--- src/rtl/mdu_seq.sv ---
// mdu_seq: iterative 32-cycle multiply/divide sequencer owning the HI/LO pair.
// Ports: clk, reset (sync, active-high); start/op/rs_data/rt_data issue an op;
//   busy (op in flight), done (1-cycle pulse after HI/LO update), hi, lo.
// Build option: define MDU_DIV_EN to include DIV/DIVU; otherwise they are no-ops.
module mdu_seq (
  input  logic        clk,
  input  logic        reset,
  input  logic        start,
  input  logic [2:0]  op,
  input  logic [31:0] rs_data,
  input  logic [31:0] rt_data,
  output logic        busy,
  output logic        done,
  output logic [31:0] hi,
  output logic [31:0] lo
);

  typedef enum logic {IDLE, RUN} state_t;

  state_t      state;
  logic [4:0]  cnt;
  logic [31:0] opa;        // multiplicand / dividend magnitude (dividend shifts out MSB first)
  logic [31:0] opb;        // multiplier magnitude (shifts out LSB first) / divisor magnitude
  logic [63:0] acc;        // mult: running product; div: {remainder, quotient}
  logic        prod_neg;   // negate product or quotient at completion
  logic        is_div;

  logic        sgn_a, sgn_b;
  logic [31:0] mag_a, mag_b;
  logic        issue_mul, issue_div, issue_neg;
  logic [32:0] mul_sum;
  logic [63:0] step_acc;
  logic [63:0] res64;
  logic [31:0] res_hi, res_lo;

`ifdef MDU_DIV_EN
  logic        rem_neg;    // remainder takes the dividend's sign
  logic [32:0] rem_sh;
  logic        rem_ge;
  logic [31:0] rem_sub;
`else
  assign is_div = 1'b0;
`endif

  always_comb begin
    // Unsigned ops (op[0]=1) pass operands through unchanged.
    sgn_a     = ~op[0] & rs_data[31];
    sgn_b     = ~op[0] & rt_data[31];
    mag_a     = sgn_a ? -rs_data : rs_data;
    mag_b     = sgn_b ? -rt_data : rt_data;
    issue_mul = (op[2:1] == 2'b00);
`ifdef MDU_DIV_EN
    issue_div = (op[2:1] == 2'b01);
`else
    issue_div = 1'b0;
`endif
    // Divide by zero must leave LO all-ones regardless of dividend sign.
    issue_neg = (sgn_a ^ sgn_b) & ~(issue_div && (rt_data == 32'd0));

    // Shift-add: add multiplicand into upper half, then shift whole product right.
    mul_sum  = {1'b0, acc[63:32]} + (opb[0] ? {1'b0, opa} : 33'd0);
    step_acc = {mul_sum, acc[31:1]};

`ifdef MDU_DIV_EN
    // Restoring divide: bring in next dividend bit, subtract if it fits.
    // When rem_ge holds the difference is below the divisor, so 32 bits suffice.
    rem_sh  = {acc[63:32], opa[31]};
    rem_ge  = (rem_sh >= {1'b0, opb});
    rem_sub = rem_sh[31:0] - opb;
    if (is_div)
      step_acc = rem_ge ? {rem_sub, acc[30:0], 1'b1}
                        : {rem_sh[31:0], acc[30:0], 1'b0};
`endif

    res64  = prod_neg ? -step_acc : step_acc;
    res_hi = res64[63:32];
    res_lo = res64[31:0];
`ifdef MDU_DIV_EN
    if (is_div) begin
      res_lo = prod_neg ? -step_acc[31:0]  : step_acc[31:0];
      res_hi = rem_neg  ? -step_acc[63:32] : step_acc[63:32];
    end
`endif
  end

  always_ff @(posedge clk) begin
    if (reset) begin
      state    <= IDLE;
      cnt      <= 5'd0;
      hi       <= 32'd0;
      lo       <= 32'd0;
      busy     <= 1'b0;
      done     <= 1'b0;
      acc      <= 64'd0;
      opa      <= 32'd0;
      opb      <= 32'd0;
      prod_neg <= 1'b0;
`ifdef MDU_DIV_EN
      is_div   <= 1'b0;
      rem_neg  <= 1'b0;
`endif
    end else begin
      done <= 1'b0;
      case (state)
        IDLE: begin
          if (start) begin
            if (issue_mul || issue_div) begin
              opa      <= mag_a;
              opb      <= mag_b;
              acc      <= 64'd0;
              prod_neg <= issue_neg;
              cnt      <= 5'd0;
              busy     <= 1'b1;
              state    <= RUN;
`ifdef MDU_DIV_EN
              is_div   <= issue_div;
              rem_neg  <= sgn_a;
`endif
            end else if (op == 3'b100) begin
              hi <= rs_data;
            end else if (op == 3'b101) begin
              lo <= rs_data;
            end
          end
        end
        RUN: begin
          // start is deliberately ignored in this state.
          acc <= step_acc;
          cnt <= cnt + 5'd1;
          if (is_div) opa <= opa << 1;
          else        opb <= opb >> 1;
          if (cnt == 5'd31) begin
            hi    <= res_hi;
            lo    <= res_lo;
            busy  <= 1'b0;
            done  <= 1'b1;
            state <= IDLE;
          end
        end
        default: state <= IDLE;
      endcase
    end
  end

endmodule
--- config.mk ---
export PLATFORM = sky130hd
export DESIGN_NAME = mdu_seq
export DESIGN_NICKNAME = d
export VERILOG_FILES = /design/src/rtl/mdu_seq.sv
export SDC_FILE = /design/constraint.sdc
export NUM_CORES = 1
export LEC_CHECK = 0
export CELL_PAD_IN_SITES_DETAIL_PLACEMENT = 0
export CELL_PAD_IN_SITES_GLOBAL_PLACEMENT = 1
export CORE_UTILIZATION = 43
export DETAILED_ROUTE_END_ITERATION = 6
export GPL_ROUTABILITY_DRIVEN = 0
export MAX_ROUTING_LAYER = met4
export PLACE_DENSITY_LB_ADDON = 0.12
export SETUP_SLACK_MARGIN = 0.3
export SLEW_MARGIN = 20
export SYNTH_ARGS = -nofsm -noshare
export SYNTH_HDL_FRONTEND = slang
export SYNTH_SLANG_ARGS = --single-unit
--- constraint.sdc ---
create_clock -name clk -period 5.4 [get_ports clk]
set_input_delay 1.08 -clock clk [delete_from_list [all_inputs] [get_ports clk]]
set_output_delay 1.08 -clock clk [all_outputs]
set_load 0.05 [all_outputs]
==> flow_metrics.tcl <==
set metrics [dict create \
    clk_pin_slew_ns 0.09 \
    hpwl_mm 27.9 \
    via_count 11744 \
    grt_pass1_wl_mm 61.2 \
    firstDrtPassIters 7 \
    ir_drop_uv 229 \
    rsz0062_at_grt "false" \
    reg2reg_from "opb[0]" \
    syn_area_sq_mm 0.0121 \
    violations "DRC" \
    synthCells 1532 \
    dp_cells 1949 \
    reg2reg_to "hi[31]" \
    async_reset_ff_frac 0 \
    core_area_sq_mm 0.0278 \
    intPower_mw 2.37 \
    ys.flop_type "dfxtp_1" \
    finalClockSkew_ns 0.0206 \
    cts_buffers 17 \
    worstPathArrival_ns 4.93 \
    rrSetupSlack_ns 0.82 \
    seqPwrFrac 0.461 \
    yosysMostFrequentCell "nor2_1" \
    synth_edf_count 0 \
    final_max_slew_viol_count 0 \
    gr-total-overflow 0 \
    synth_area_leaders "dfxtp_1 (33%), nor2_1 (8.6%), xor2_1 (6.8%)" \
    start_util 0.436 \
    clock_sinks 200 \
    avgRoutedWirePerCell_um 19.6 \
    area_delta_synth_final_pct 18.2 \
    avgViaCountPerCell 5.93 \
    cts_tree "yes" \
    ys_types 78 \
    yosys.area_share.simple 0.212 \
    yosys_warnings 0 \
    ys_seq_area_frac 0.330 \
    tightest_slew_ns 1.06 \
    grt_pass1_vias 10733 \
    rows 61 \
    worstSkewPairLatency_ns 0.45 \
    track_usage 0.279 \
    die_w_um 170 \
    clk_path_buf_depth 2 \
    min_path_type "flop to flop" \
    drive_above_1_share 0.0499 \
    synth.area.mux_share 0.00423 \
    p_clk_frac 0.413 \
    synth_compound_area_frac 0.272 \
    drt-total-wl_mm 38.8 \
    crit_start "opb[0]" \
    synth-seq-cells 200 \
    hold_depth 2 \
    critPathSlowestCell "or4_4" \
    worstSetupEndpointType "flop" \
    slew_headroom 0.293 \
    cp_top_family "simple AND/OR/NAND/NOR gates" \
    io_buffers 135 \
    finalCriticalPeriod_ns 4.58 \
    leakage_nw 5.29 \
    ctsHtreeMaxLevel 4 \
    worst-path-buf-inv 0 \
    cp_cell_sequence "and2_1 -> ha_1 -> fa_1 -> a211oi_2 -> o211ai_2 -> a21boi_2 -> nor4_1 -> nor4b_1 -> a311oi_1 -> or4_4 -> or3_1 -> o41ai_1 -> xor2_1 -> a221oi_1" \
    die_area_sq_mm 0.0289 \
    setup_violations 0 \
    min_from "opa[0]" \
    critical_path.max_stage_delay_ns 0.62 \
    avgSynthCellArea_sq_um 7.91 \
    synth-xor-area-share 0.100 \
    synth_top_family_by_area "compound AO/OA/AOI/OAI gates" \
    hold_buffers 0 \
    synth_top_area_frac 0.330 \
    status "finished, violations left" \
    p_comb_frac 0.126 \
    cts-root-buf "clkbuf_16" \
    power_density_mw_per_mm2 233 \
    cap_viol_max_count 0 \
    setup_tns_ns 0 \
    ios 136 \
    worstPathMaxFanout 18 \
    critPathLaunchType "flop" \
    drcViolationCount 1 \
    syn-num-nets 1640 \
    min_to "opa[0]" \
    drt_iter0_drc 1204 \
    antenna_found_initial 0 \
    min_period_over_period 0.848 \
    diodes 0 \
    finalNonFillerCells 1981 \
    ant_nets 0 \
    dieHeight_um 170 \
    synth_fa_ha_area_frac 0.0399 \
    p_sw_mw 0.961 \
    synth_commonest_cells "nor2_1 (277), dfxtp_1 (200), a21oi_1 (123)" \
    required_ns 5.75 \
    final_hold_viol_count 0 \
    critPathKind "flop to flop" \
    synth_area_leader_cell "dfxtp_1" \
    grt_max_degree 105 \
    rr_worst_depth 14 \
    max_freq_ghz 0.218 \
    nets 1698 \
    p_sw_frac 0.288 \
    fill_cells 2762 \
]
[through the flow]
stage / setup slack, ns / total power [mW] / utilization / hold slack [ns] / instance area, sq um
after floorplan: 1.29 / 1.81 / - / 0.427 / 12100
after global placement: 0.835 / 1.99 / 0.493 / 0.447 / 13700
after detailed placement: 0.731 / 1.99 / 0.493 / 0.445 / 13700
after CTS: 0.674 / 3.36 / 0.515 / 0.456 / 14300
after global routing: 0.423 / 3.46 / 0.516 / 0.485 / 14300
final: 0.820 / 3.34 / 0.516 / 0.458 / 14300
[cell families (layout without fill, tap and decap cells)]
group	count (synthesis)	count (layout)
AOI/OAI and AO/OA	473	473
xor gates and xnor gates	139	139
adders and majority gates	38	38
buffers and inverters	129	200
DFF	200	200
muxes	5	5
and+or+nand+nor	548	548
[registers in the layout, indices dropped and copies added (netlist names)]
register  cells
done          1
acc          63
cnt           5
opa          32
state         1
lo           32
prod_neg      1
hi           32
opb          32
busy          1
[how the worst max path moves through the flow]
stage	endpoint	slack, ns	cells past startpoint
final	hi[31]	0.82	14
after global routing	hi[31]	0.42	14
after CTS	hi[31]	0.67	14
after detailed placement	hi[31]	0.73	14
after global placement	hi[31]	0.84	14
after floorplan	hi[31]	1.29	15
[layer usage]
metal  up-vias  share of wire  global-route usage
met5         -              0                   -
met4         0          0.029              0.0920
met3        64          0.053              0.0426
met2       382           0.44               0.409
met1      5614           0.48               0.390
li1       5684              -                   -
[layout by cell type (no fill, tap or decap), types with 12 or more instances in the layout]
| cell type | n |
|---|---|
| xor2_1 | 94 |
| clkbuf_16 | 17 |
| nand3_1 | 23 |
| o31ai_1 | 28 |
| a211oi_1 | 74 |
| a222oi_1 | 27 |
| or3_1 | 18 |
| dfxtp_1 | 197 |
| nor4_1 | 13 |
| or4_1 | 12 |
| o21ai_0 | 58 |
| a22oi_1 | 66 |
| xnor2_1 | 45 |
| nand2_1 | 90 |
| clkdlybuf4s50_1 | 134 |
| ha_1 | 37 |
| nor3_1 | 17 |
| and2_1 | 41 |
| nor2_1 | 274 |
| a21oi_1 | 123 |
| o41ai_1 | 15 |
| inv_1 | 22 |
[cell type report]
| class | instances | area [sq um] | share of cell area |
|---|---|---|---|
| Clock buffer | 18 | 429 | 0.0300 |
| Clock inverter | 14 | 206 | 0.0144 |
| Inverter | 22 | 82.6 | 0.00577 |
| Multi-Input combinational cell | 1203 | 7650 | 0.534 |
| Sequential cell | 200 | 4010 | 0.280 |
| Tap cell | 378 | 473 | 0.0330 |
| Timing Repair Buffer | 146 | 1470 | 0.103 |
[power by group through the flow]
stage | Combinational (mW) | Clock (mW) | Sequential, mW
after floorplan | 0.213 | 0 | 1.60
after global placement | 0.416 | 0 | 1.57
after detailed placement | 0.418 | 0 | 1.57
after CTS | 0.419 | 1.40 | 1.54
after global routing | 0.454 | 1.46 | 1.54
final | 0.421 | 1.38 | 1.54
[worst min-delay path: stages (launching register included)]
cell	delay [ns]
dfxtp_1	0.32
nand2_1	0.05
a21oi_1	0.05
[timing repair]
item / 4_1_cts / 5_1_grt
buffers inserted: 0 / 0
gates resized for setup: 0 / 1
endpoints found under the setup margin: 0 / 1
No activity file was read; power rests on OpenSTA's default activity.
